### src/rtl/child_slot_arbiter_if.sv
// rtl/child_slot_arbiter_if.sv - request/grant bundle between the slot arbiter and its child slots
interface child_slot_arbiter_if #(
  parameter int N_REQ = 5,
  parameter int ID_W  = 3
);
  logic [N_REQ-1:0] req;
  logic [N_REQ-1:0] done;
  logic [N_REQ-1:0] gnt;
  logic             gnt_valid;
  logic [ID_W-1:0]  gnt_id;
  logic             timeout_pulse;

  // Arbiter side: samples requests/releases, drives the grant lines.
  modport master (
    input  req,
    input  done,
    output gnt,
    output gnt_valid,
    output gnt_id,
    output timeout_pulse
  );

  // Child side: raises requests/releases, observes the grant lines.
  modport slave (
    output req,
    output done,
    input  gnt,
    input  gnt_valid,
    input  gnt_id,
    input  timeout_pulse
  );
endinterface

### src/rtl/child_slot_arbiter.sv
// rtl/child_slot_arbiter.sv - round-robin grant-until-done arbiter for the child slots; ARB_WATCHDOG_EN adds forced release
module child_slot_arbiter #(
  parameter int N_REQ          = 5,
  parameter int ID_W           = 3,
  parameter int TIMEOUT_CYCLES = 64
) (
  input  logic                 clk,
  input  logic                 rst_n,
  child_slot_arbiter_if.master bus
);

  typedef enum logic {IDLE = 1'b0, GRANT = 1'b1} state_t;

  localparam logic [ID_W-1:0] LAST_RST = ID_W'(N_REQ - 1);

  // Parameter sanity: an illegal configuration leaves a named, empty scope behind for inspection.
  if (TIMEOUT_CYCLES < 2 || (2 ** ID_W) < N_REQ) begin : g_bad_config
  end

  state_t           state, state_next;
  logic [N_REQ-1:0] gnt_q, gnt_next;
  logic [ID_W-1:0]  gnt_id_q, gnt_id_next;
  logic [ID_W-1:0]  last_q, last_next;
  logic             pulse_q, pulse_next;

  logic             found;
  logic [ID_W-1:0]  winner;
  logic             done_hit;
  logic             req_hold;
  logic             release_now;

`ifdef ARB_WATCHDOG_EN
  localparam int CW = (TIMEOUT_CYCLES > 2) ? $clog2(TIMEOUT_CYCLES) : 1;
  localparam logic [CW-1:0] WD_LAST = CW'(TIMEOUT_CYCLES - 1);
  logic [CW-1:0] wd_cnt, wd_cnt_next;
`endif

  // Round-robin search: first requesting slot after the last winner, wrapping modulo N_REQ.
  always_comb begin
    int              idx;
    logic [ID_W-1:0] idx_v;
    found  = 1'b0;
    winner = '0;
    idx    = 0;
    idx_v  = '0;
    for (int k = 1; k <= N_REQ; k++) begin
      idx   = (int'(last_q) + k) % N_REQ;
      idx_v = ID_W'(idx);
      if (!found && bus.req[idx_v]) begin
        found  = 1'b1;
        winner = idx_v;
      end
    end
  end

  // Only the granted slot's done/req bits matter; masking with gnt ignores all others.
  assign done_hit    = |(gnt_q & bus.done);
  assign req_hold    = |(gnt_q & bus.req);
  assign release_now = done_hit | ~req_hold;

  // Next-state and next-output decode for the IDLE/GRANT machine.
  always_comb begin
    state_next  = state;
    gnt_next    = gnt_q;
    gnt_id_next = gnt_id_q;
    last_next   = last_q;
    pulse_next  = 1'b0;
`ifdef ARB_WATCHDOG_EN
    wd_cnt_next = wd_cnt;
`endif
    case (state)
      IDLE: begin
        gnt_next    = '0;
        gnt_id_next = '0;
        if (found) begin
          state_next  = GRANT;
          gnt_next    = N_REQ'(1) << winner;
          gnt_id_next = winner;
          last_next   = winner;
`ifdef ARB_WATCHDOG_EN
          wd_cnt_next = '0;
`endif
        end
      end
      GRANT: begin
        if (release_now) begin
          state_next  = IDLE;
          gnt_next    = '0;
          gnt_id_next = '0;
`ifdef ARB_WATCHDOG_EN
        end else if (wd_cnt == WD_LAST) begin
          state_next  = IDLE;
          gnt_next    = '0;
          gnt_id_next = '0;
          pulse_next  = 1'b1;
        end else begin
          wd_cnt_next = wd_cnt + 1'b1;
`endif
        end
      end
      default: begin
        state_next  = IDLE;
        gnt_next    = '0;
        gnt_id_next = '0;
      end
    endcase
  end

  // State and registered outputs; reset drops the grant immediately.
  always_ff @(posedge clk or negedge rst_n) begin
    if (!rst_n) begin
      state    <= IDLE;
      gnt_q    <= '0;
      gnt_id_q <= '0;
      last_q   <= LAST_RST;
      pulse_q  <= 1'b0;
    end else begin
      state    <= state_next;
      gnt_q    <= gnt_next;
      gnt_id_q <= gnt_id_next;
      last_q   <= last_next;
      pulse_q  <= pulse_next;
    end
  end

`ifdef ARB_WATCHDOG_EN
  // Watchdog counter: cleared on grant entry, counts cycles spent in GRANT.
  always_ff @(posedge clk or negedge rst_n) begin
    if (!rst_n) begin
      wd_cnt <= '0;
    end else begin
      wd_cnt <= wd_cnt_next;
    end
  end

  assign bus.timeout_pulse = pulse_q;
`else
  assign bus.timeout_pulse = 1'b0;
  logic unused_pulse;
  assign unused_pulse = pulse_q;
`endif

  assign bus.gnt       = gnt_q;
  assign bus.gnt_valid = |gnt_q;
  assign bus.gnt_id    = gnt_id_q;

endmodule

### src/flat_wrapper.sv
// flat-port wrapper written by rule: the top's interface ports become plain ports
module child_slot_arbiter_flat 
#(
  parameter int N_REQ          = 5,
  parameter int ID_W           = 3,
  parameter int TIMEOUT_CYCLES = 64
)
  (clk, rst_n, bus_req, bus_done, bus_gnt, bus_gnt_valid, bus_gnt_id, bus_timeout_pulse);
  child_slot_arbiter_if #(.N_REQ(N_REQ), .ID_W(ID_W)) bus_i ();
  input  logic clk;
  input  logic rst_n;
  input wire logic [$bits(bus_i.req)-1:0] bus_req;
  input wire logic [$bits(bus_i.done)-1:0] bus_done;
  output wire logic [$bits(bus_i.gnt)-1:0] bus_gnt;
  output wire logic [$bits(bus_i.gnt_valid)-1:0] bus_gnt_valid;
  output wire logic [$bits(bus_i.gnt_id)-1:0] bus_gnt_id;
  output wire logic [$bits(bus_i.timeout_pulse)-1:0] bus_timeout_pulse;
  assign bus_i.req = bus_req;
  assign bus_i.done = bus_done;
  assign bus_gnt = bus_i.gnt;
  assign bus_gnt_valid = bus_i.gnt_valid;
  assign bus_gnt_id = bus_i.gnt_id;
  assign bus_timeout_pulse = bus_i.timeout_pulse;
  child_slot_arbiter #(.N_REQ(N_REQ), .ID_W(ID_W), .TIMEOUT_CYCLES(TIMEOUT_CYCLES)) u_core (.clk(clk), .rst_n(rst_n), .bus(bus_i));
endmodule
### config.mk
export PLATFORM = sky130hd
export DESIGN_NAME = child_slot_arbiter_flat
export DESIGN_NICKNAME = d
export VERILOG_FILES = /design/src/rtl/child_slot_arbiter_if.sv /design/src/rtl/child_slot_arbiter.sv /design/src/flat_wrapper.sv
export SDC_FILE = /design/constraint.sdc
export NUM_CORES = 1
export LEC_CHECK = 0
export CORE_UTILIZATION = 29
export DETAILED_ROUTE_END_ITERATION = 10
export REMOVE_ABC_BUFFERS = 1
export SKIP_LAST_GASP = 1
export SLEW_MARGIN = 5
export SYNTH_ARGS = -nofsm -noshare
export SYNTH_HDL_FRONTEND = slang
export SYNTH_SLANG_ARGS = --single-unit
### constraint.sdc
create_clock -name clk -period 6.35 [get_ports clk]
set_input_delay 0.9525 -clock clk [delete_from_list [all_inputs] [get_ports clk]]
set_output_delay 0.9525 -clock clk [all_outputs]
set_load 0.005 [all_outputs]
# --- Yosys cells after proc, flatten, opt, wreduce, memory -nomap -nowiden ---
# Index checks and enable logic that the tools add are counted.
word_totals:
  regBits: 12
  inputBits: 12
  output_inout_bits: 10
  word_cells: 67
classes:
  addsub: 5
  n_div: 5
  magnitude_cmp: 5
  eq_ne: 1
  shifts: 1
  mux: 29
  bitwise: 5
  reduce_logical: 12
op_table:
  columns: ["cell", "count"]
  rows:
  - ["modulo 32 x 4 -> 32 bit, second input constant", 5]
  - ["two-way mux 3 bit", 7]
  - ["< comparator 3 x 4 -> 1 bit, second input constant", 5]
  - ["binary-select mux 1 bit (select 3 bit)", 5]
  - ["OR reduction 5 bit", 3]
  - ["two-way mux 1 bit", 12]
  - ["bitwise AND 5 bit", 2]
  - ["two-way mux 5 bit", 2]
  - ["one-hot mux 5 bit (2 select lines)", 1]
  - ["adder 3 x 2 -> 4 bit, second input constant", 2]
  - ["adder 3 x 3 -> 4 bit, second input constant", 2]
  - ["one-hot mux 3 bit (2 select lines)", 1]
  - ["left shift 1 x 3 -> 5 bit, first input constant", 1]
  - ["adder 3 x 1 -> 4 bit, second input constant", 1]
  - ["logical AND 1 bit", 4]
  - ["zero test 1 bit", 4]
  - ["inequality test 2 bit, second input constant", 1]
  - ["inverter 1 bit", 2]
  - ["one-hot mux 1 bit (2 select lines)", 1]
  - ["AND reduction 2 bit", 1]
  - ["OR 1 bit", 1]

# --- Depth between registers and ports, before layout ---
# Gate-level depths: netlist (run 1).
logic_depth:
  depth_word: 20
  mapped_depth: 23
  depth_no_buf: 18

# --- Worst setup path before layout (run 1) ---
# OpenSTA, ideal clock, no wires.
synth_timing:
  path_type: "register to register"
  startpoint: "reg u_core.last_q[0]"
  endpoint: "reg u_core.gnt_q[0], in the netlist u_core.bus.gnt[0]"
  setup_time_ps: 121
  arrival_time_ps: 4805
  slack_ps: 1423
  path_stages_with_launch: 23
  synth_period_minus_slack_ps: 4927
  path_cell_list: "dfrtp_1 buf_2 buf_4 inv_1 buf_1 ha_1 buf_2 xnor2_2 inv_2 ha_1 or3b_2 o22ai_1 or2_2 ha_1 mux4_2 inv_1 a211oi_1 a31oi_1 a2bb2oi_1 and4bb_4 a311oi_1 o2111a_2 a32o_2"
synth_between:
  elab_chain_len: 20
synth_lines:
  columns: ["item", "line", "source"]
  rows:
  - ["from (decl)", "child_slot_arbiter.sv:23", "logic [ID_W-1:0] last_q, last_next;"]
  - ["from (signal assigned)", "child_slot_arbiter.sv:121", "last_q <= last_next;"]
  - ["adder 3 x 1 -> 4 bit", "child_slot_arbiter.sv:47", "idx = (int'(last_q) + k) % N_REQ;"]
  - ["modulo 32 x 4 -> 32 bit", "child_slot_arbiter.sv:47", null]
  - ["binary-select mux 1 bit (select 3 bit)", "child_slot_arbiter.sv:49", "if (!found && bus.req[idx_v]) begin"]
  - ["two-way mux 1 bit (implied by the code)", "child_slot_arbiter.sv:49", null]
  - ["two-way mux 1 bit", "child_slot_arbiter.sv:49", null]
  - ["zero test 1 bit", "child_slot_arbiter.sv:49", null]
  - ["logical AND 1 bit", "child_slot_arbiter.sv:49", null]
  - ["two-way mux 1 bit", "child_slot_arbiter.sv:49", null]
  - ["[4 not listed]", null, null]
  - ["logical AND 1 bit", "child_slot_arbiter.sv:49", null]
  - ["two-way mux 1 bit", "child_slot_arbiter.sv:49", null]
  - ["zero test 1 bit", "child_slot_arbiter.sv:49", null]
  - ["logical AND 1 bit", "child_slot_arbiter.sv:49", null]
  - ["two-way mux 3 bit", "child_slot_arbiter.sv:49", null]
  - ["left shift 1 x 3 -> 5 bit", "child_slot_arbiter.sv:77", "gnt_next = N_REQ'(1) << winner;"]
  - ["two-way mux 5 bit *", "child_slot_arbiter.sv:75", "if (found) begin"]
  - ["one-hot mux 5 bit (2 select lines) *", "child_slot_arbiter.sv:71", "case (state)"]
  - ["to (signal assigned)", "child_slot_arbiter.sv:119", "gnt_q <= gnt_next;"]
  - ["to (decl)", "child_slot_arbiter.sv:21", "logic [N_REQ-1:0] gnt_q, gnt_next;"]
# Mark *: on every way between the ends. The rest lies on a longest branch, timed or not. The select of a mux whose other input is x is not followed.
# A chain may end at the register's enable or synchronous reset.

# --- Worst setup path in the final report (run 1) ---
layout_timing:
  startpoint: "reg u_core.last_q[1]"
  endpoint: "reg u_core.gnt_q[2], in the netlist u_core.bus.gnt[2]"
# Same word-level chain as after synthesis.

==> results of run 1 <==
==> cell usage after synthesis (all sizes together) (2+ instances only) <==
master / n / area, µm²
nor2: 19 / 71.32
a21oi: 19 / 102.6
a32o: 2 / 22.52
o2111ai: 3 / 26.28
nand4: 2 / 12.51
o21ai: 16 / 80.08
nand2b: 11 / 68.82
nor3b: 3 / 22.52
clkbuf: 8 / 30.03
o211ai: 6 / 45.04
and2: 4 / 26.28
ha: 26 / 325.3
a22oi: 4 / 30.03
o21a: 4 / 30.03
and3: 2 / 12.51
xnor2: 5 / 66.32
o31ai: 4 / 35.03
o221ai: 2 / 17.52
or3b: 2 / 17.52
nor4: 3 / 18.77
a211o: 3 / 27.53
o221a: 2 / 22.52
a32oi: 3 / 26.28
mux2: 5 / 56.30
o211a: 3 / 30.03
nand2: 28 / 105.1
inv: 22 / 85.08
a31o: 2 / 17.52
a211oi: 9 / 72.57
or2: 5 / 31.28
nand3: 8 / 40.04
o2bb2ai: 2 / 17.52
buf: 11 / 67.56
nor3: 5 / 25.02
nand4bb: 2 / 22.52
a221oi: 3 / 26.28
a31oi: 4 / 31.28
a311oi: 3 / 26.28
mux4: 3 / 67.56
mux2i: 13 / 130.1
a21boi: 2 / 15.01
dfrtp: 11 / 275.3
o22ai: 3 / 25.02
nor2b: 3 / 18.77
a21o: 6 / 45.04
==> worst paths after layout <==
path | start | depth (start not counted) | endpoint | slack (ns)
worst max register to register | u_core.last_q[1] | 17 | u_core.bus.gnt[2] | 1.33
max in group asynchronous | rst_n | 1 | u_core.last_q[2] | 4.92
worst min-delay path | u_core.bus.gnt_id[2] | 1 | u_core.bus.gnt_id[2] | 0.49
worst max-delay path | u_core.last_q[1] | 17 | u_core.bus.gnt[2] | 1.33
worst min register to register | u_core.bus.gnt_id[2] | 1 | u_core.bus.gnt_id[2] | 0.49
min in group asynchronous | rst_n | 1 | u_core.bus.gnt_id[2] | 1.07
==> layout make-up <==
class | instances | area [µm²] | share of cell area [%]
repair buffers | 21 | 207.7 | 7.310
inverters | 22 | 85.08 | 2.994
clock buffers | 4 | 55.05 | 1.937
well taps | 105 | 131.4 | 4.624
flip-flops and latches | 12 | 301.5 | 10.61
multi-input cells | 269 | 2061 | 72.52
==> logic make-up after synthesis <==
kind of cell,Yosys count,synth area share [%]
simple gates,103,21.73
buf+inv,41,7.178
flops,12,11.85
xor+xnor,5,2.606
compound gates,113,33.73
fa+ha+maj,26,12.78
other cells,1,0.1474
mux,21,9.980
==> metrics by stage <==
step | setup WS, ns | area, µm² | hold WS (ns)
after floorplan | 1.038 | 2447 | 0.4733
after global placement | 1.470 | 2786 | 0.4776
after detailed placement | 1.333 | 2786 | 0.4722
after CTS | 1.337 | 2841 | 0.4927
after global routing | 0.8871 | 2841 | 0.5018
final | 1.329 | 2841 | 0.4902
==> flip-flops by register name, summed over array words and instances (netlist names) <==
| signal | count |
|---|---|
| u_core.bus.gnt_id | 3 |
| u_core.last_q | 3 |
| u_core.bus.gnt | 5 |
| u_core.state | 1 |
==> layer usage <==
layer  track usage (%)  vias to the layer above
li1                  -                     1237
met4             1.741                        0
met2             25.48                       50
met3             1.116                        0
met5                 0                        -
met1             20.39                     1182
==> results.md, run 1 <==
* Post-synth EDFFs at 0
* Chip height at 95.68 µm
* Cts hold-fix bufs at 0
* Final wirelength at 6616 µm
* Number of I/O port buffers at 20
* Initial DRC Count at 123
* Slew of the pin with the lowest slew margin at 0.6718 ns
* Clk_lat worst skew at 0.24 ns
* Post-cts resize count at 0
* Cts bufs inserted at 3
* Count of final setup violators at 0
* Vias at 2469
* CORE AREA at 8341 µm²
* Post-CTS setup buffer count at 0
* Total negative setup slack at 0 ns
* I/O Pins at 22
* CP Class: flip-flop to flip-flop
* Mapped Cells at 322
* CP arrival at 5.15 ns
* Clock sink count at 12
* Fill cell count at 883
* Worst endpoint required time at 6.48 ns
* Fin cells at 433
* Status: finished, final reports clean
* Syn Area/Cell at 7.904 µm²
* Period Utilization, post-route at 79.07%
* Die area at 9155 µm²
* GP Congestion at 0.8385
* Max clock buf depth at 2
* Most frequent cells in the layout: 28 x nand2_1, 26 x ha_1, 20 x clkdlybuf4s50_1
* Post-DP HPWL at 5097 µm
* Detail Route Antenna Nets at 0
* Final hold vios at 0
* Netlist cell types at 78
* Slew Viols, Final at 0
* Wire length on met1 at 3255 µm
* Buffers and inverters on the worst path at 3
* Register clock-pin slew on the reported worst setup and hold paths at 0.06 ns
* Worst-path fanout max at 16
* RSZ-0062 raised after global routing: no
* Die Span X at 95.68 µm
* H-Tree Depth at 1
* Antenna violations before repair at 0
* WL/cell at 15.28 µm
* Total iterations of the first detailed-routing run at 5
* Seq/Total Area, Yosys at 11.85%
* Routed met3 length at 219 µm
* Largest net degree at the start of global routing at 37
* HP Class: flip-flop to flip-flop
* Vias in the first global route at 2268
* Final period demand of the worst path at 5.021 ns
* DRC at 0
* Yosys Warn Count at 0
* Cell Area, Synth at 2545 µm²
* Starting density of the core at 30.51%
* Highest routing layer actually used: met3
* Relative slew margins at 55.21%
* Max stage delay on crit path at 0.66 ns
* Congestion Overflow GR at 0
* Placed insts at 429
* Post-synthesis register bit count at 12
* CP dominant cell by count: ha_1
* Met2 wire length at 3141 µm
* Area Growth Syn to Fin at 11.65%
* Highest Clock Rate at 199.2 MHz
* Nets at 367
* Share of layout cells above drive strength 1 at 13.41%
* Fin util at 34.07%
* Slowest-stage cell, CP: ha_1
* Crit path max-delay family: compound AO/OA/AOI/OAI gates
* Crit-path cells: inv_2 -> ha_1 -> inv_1 -> ha_1 -> or3b_2 -> o22ai_1 -> or2_2 -> ha_1 -> mux4_2 -> inv_1 -> a211oi_1 -> a31oi_1 -> a2bb2oi_1 -> and4bb_4 -> a311oi_1 -> o2111a_2 -> a32o_2
* Most common cell after layout, fill and taps aside: nand2_1
* Crit path capture type: flip-flop
* Global Route Usage Sum at 14.71%
* Worst Setup Start Kind: flip-flop
* Rows at 33
* Vias per inst at 5.702
* FFs w/ async S/R, synth at 100.0%
* Clock root cell: clkbuf_8
* Post-synth top flop: dfrtp_1
* Max-Cap Viols at 0
* CTS tree: built
* Skew final at 0.004938 ns
* # diodes at 0
* First-pass GRT wire length at 10840 µm
Power of run 1 is not shown: default switching activity piles up to over one toggle a cycle in this logic, so the estimate is an artifact.
==> run 2: changes to the inputs <==
Clock period 6.35 ns to 4.7 ns, I/O delays scaled along.
==> run 2 against run 1 <==
Compared with the run above: first-iteration DRC count up 28%; clock skew down 0.0023 ns; via count up 2.6%; non-clock buffer count up 13; worst hold slack worse by 0.0061 ns.
==> results.md, run 2 (same netlist as run 1, synthesis figures left out) <==
* Register clock-pin slew on the reported worst setup and hold paths at 0.05 ns (about the same)
* Hold Crit Endpoint: u_core.bus.gnt_id[2]
* Antenna violations before repair at 0 (unchanged)
* Count of final setup violators at 0 (unchanged)
* Area of the multi-input gates at 2074 µm² (+0.67%)
* Total negative setup slack at 0 ns (unchanged)
* Die Span X at 95.68 µm (unchanged)
* Final hold vios at 0 (unchanged)
* Nets at 380 (+3.5%)
* Area Growth Syn to Fin at 16.03%
* Most frequent cells in the layout: 28 x nand2_1, 26 x ha_1, 20 x clkdlybuf4s50_1
* CP Class: flip-flop to flip-flop
* Relative slew margins at 58.71% (+3.5 points)
* Worst R2R Setup Slack at 0.29 ns (-1.03 ns)
* Starting density of the core at 30.51% (unchanged)
* Crit path capture type: flip-flop
* Clk_lat worst skew at 0.24 ns (about the same)
* Worst endpoint required time at 4.87 ns (-1.61 ns)
* Worst Setup Start Kind: flip-flop
* Post-DP HPWL at 5399 µm (+5.9%)
* Number of I/O port buffers at 20 (unchanged)
* CORE AREA at 8341 µm² (unchanged)
* Die area at 9155 µm² (unchanged)
* # diodes at 0 (unchanged)
* Largest net degree at the start of global routing at 26 (-30%)
* Vias at 2534 (+2.6%)
* Highest Clock Rate at 227.0 MHz (+14%)
* Worst R2R Path Depth at 14 (-3)
* Period Utilization, post-route at 93.73% (+15 points)
* Slew of the pin with the lowest slew margin at 0.6194 ns (-0.05241 ns)
* GP Congestion at 0.9277 (+11%)
* First-pass GRT wire length at 11660 µm (+7.6%)
* Skew final at 0.002621 ns (-0.002318 ns)
* RR Startpoint: u_core.last_q[2]
* Hold slack at 0.4841 ns (-0.006094 ns)
* CTS tree: built
* Chip height at 95.68 µm (unchanged)
* Congestion Overflow GR at 0 (unchanged)
* Detail Route Antenna Nets at 0 (unchanged)
* Max reg flops at 5 (unchanged)
* Fill cell count at 893 (+1.1%)
* Final wirelength at 6935 µm (+4.8%)
* Clock root cell: clkbuf_8
* Register area at 301.5 µm² (unchanged)
* DRC at 0 (unchanged)
* Max clock buf depth at 2 (unchanged)
* Critical R2R Capture: u_core.bus.gnt[2]
* Rows at 33 (unchanged)
* Status: finished, final reports clean
* Share of layout cells above drive strength 1 at 17.60% (+4.2 points)
* Hold path depth at 1 (unchanged)
* Most common cell after layout, fill and taps aside: nand2_1
* Slew Viols, Final at 0 (unchanged)
* I/O Pins at 22 (unchanged)
* Clock sink count at 12 (unchanged)
* Min-delay src: u_core.bus.gnt_id[2]
* Vias per inst at 5.682 (-0.36%)
* Cts bufs inserted at 3 (unchanged)
* CP arrival at 4.58 ns (-0.57 ns)
* Initial DRC Count at 157 (+28%)
* Final period demand of the worst path at 4.405 ns (-0.6152 ns)
* Total iterations of the first detailed-routing run at 4 (-1)
* Global Route Usage Sum at 16.09% (+1.4 points)
* Vias in the first global route at 2397 (+5.7%)
* H-Tree Depth at 1 (unchanged)
* HP Class: flip-flop to flip-flop
* Worst-path fanout max at 10 (-6)
* Max-Cap Viols at 0 (unchanged)
* WL/cell at 15.55 µm (+1.8%)
==> run 2: cell types whose count changed in the layout (fill, tap and decap cells not counted) <==
| cell | change |
|---|---|
| a31oi_1 | -1 |
| a21o_2 | +1 |
| o22ai_1 | -1 |
| a21o_1 | -1 |
| buf_4 | +13 |
| o22ai_2 | +1 |
| a31oi_2 | +1 |
==> run 2: how the worst max path moves through the flow <==
| stage | end | slack [ns] | from | cells past startpoint |
|---|---|---|---|---|
| 5_1_grt | u_core.bus.gnt[2] | -0.01 | u_core.last_q[0] | 18 |
| 2_1_floorplan | u_core.bus.gnt[2] | -0.61 | u_core.last_q[0] | 17 |
| 4_1_cts | u_core.bus.gnt[2] | 0.28 | u_core.last_q[0] | 18 |
| 3_3_place_gp | u_core.bus.gnt[2] | 0.41 | u_core.last_q[0] | 18 |
| 3_5_place_dp | u_core.bus.gnt[0] | 0.30 | u_core.last_q[0] | 18 |
| 6_report | u_core.bus.gnt[2] | 0.29 | u_core.last_q[2] | 14 |
==> run 2: area by class of cell <==
cell class | count | share of cell area, %
timing repair buffer | 34 | 10.34
clock buffer | 4 | 1.864
inverter | 22 | 2.881
multi-input combinational | 269 | 70.25
tap | 105 | 4.449
sequential | 12 | 10.21
==> run 2: repair_timing <==
item,4_1_cts,5_1_grt
buffers inserted,0,0
hold buffers,0,0
gates resized for setup,0,3
endpoints found under the setup margin,0,9
==> run 2: stage by stage <==
step | cells | util [%] | worst slack, ns | area (µm²)
final | 446 | 35.40 | 0.2946 | 2953
after global routing | 446 | 35.40 | -0.01491 | 2953
after CTS | 446 | 35.24 | 0.2833 | 2939
after detailed placement | 442 | 34.58 | 0.2993 | 2884
after global placement | 442 | 34.58 | 0.4142 | 2884
after floorplan | 303 | - | -0.6123 | 2447
==> run 2: critical path: stages (launching register included) <==
cell and delay, ns:
dfstp_2 0.68, inv_1 0.10, ha_1 0.40, o21a_1 0.23, o211ai_1 0.28, inv_1 0.10
ha_1 0.36, nor2b_1 0.14, a211oi_1 0.06, o41a_1 0.45, o21ai_0 0.43, and4bb_4 0.32
a311oi_1 0.28, o2111a_2 0.32, a32o_2 0.18
==> run 2: routing by layer <==
| layer | up-vias | global-route usage, % | wire (µm) |
|---|---|---|---|
| met3 | 8 | 1.276 | 311 |
| met4 | 0 | 3.109 | 61 |
| met2 | 75 | 27.38 | 3308 |
| met1 | 1189 | 22.21 | 3254 |
| li1 | 1262 | - | - |
| met5 | - | 0 | 0 |
Power of run 2 is left out for the same reason.
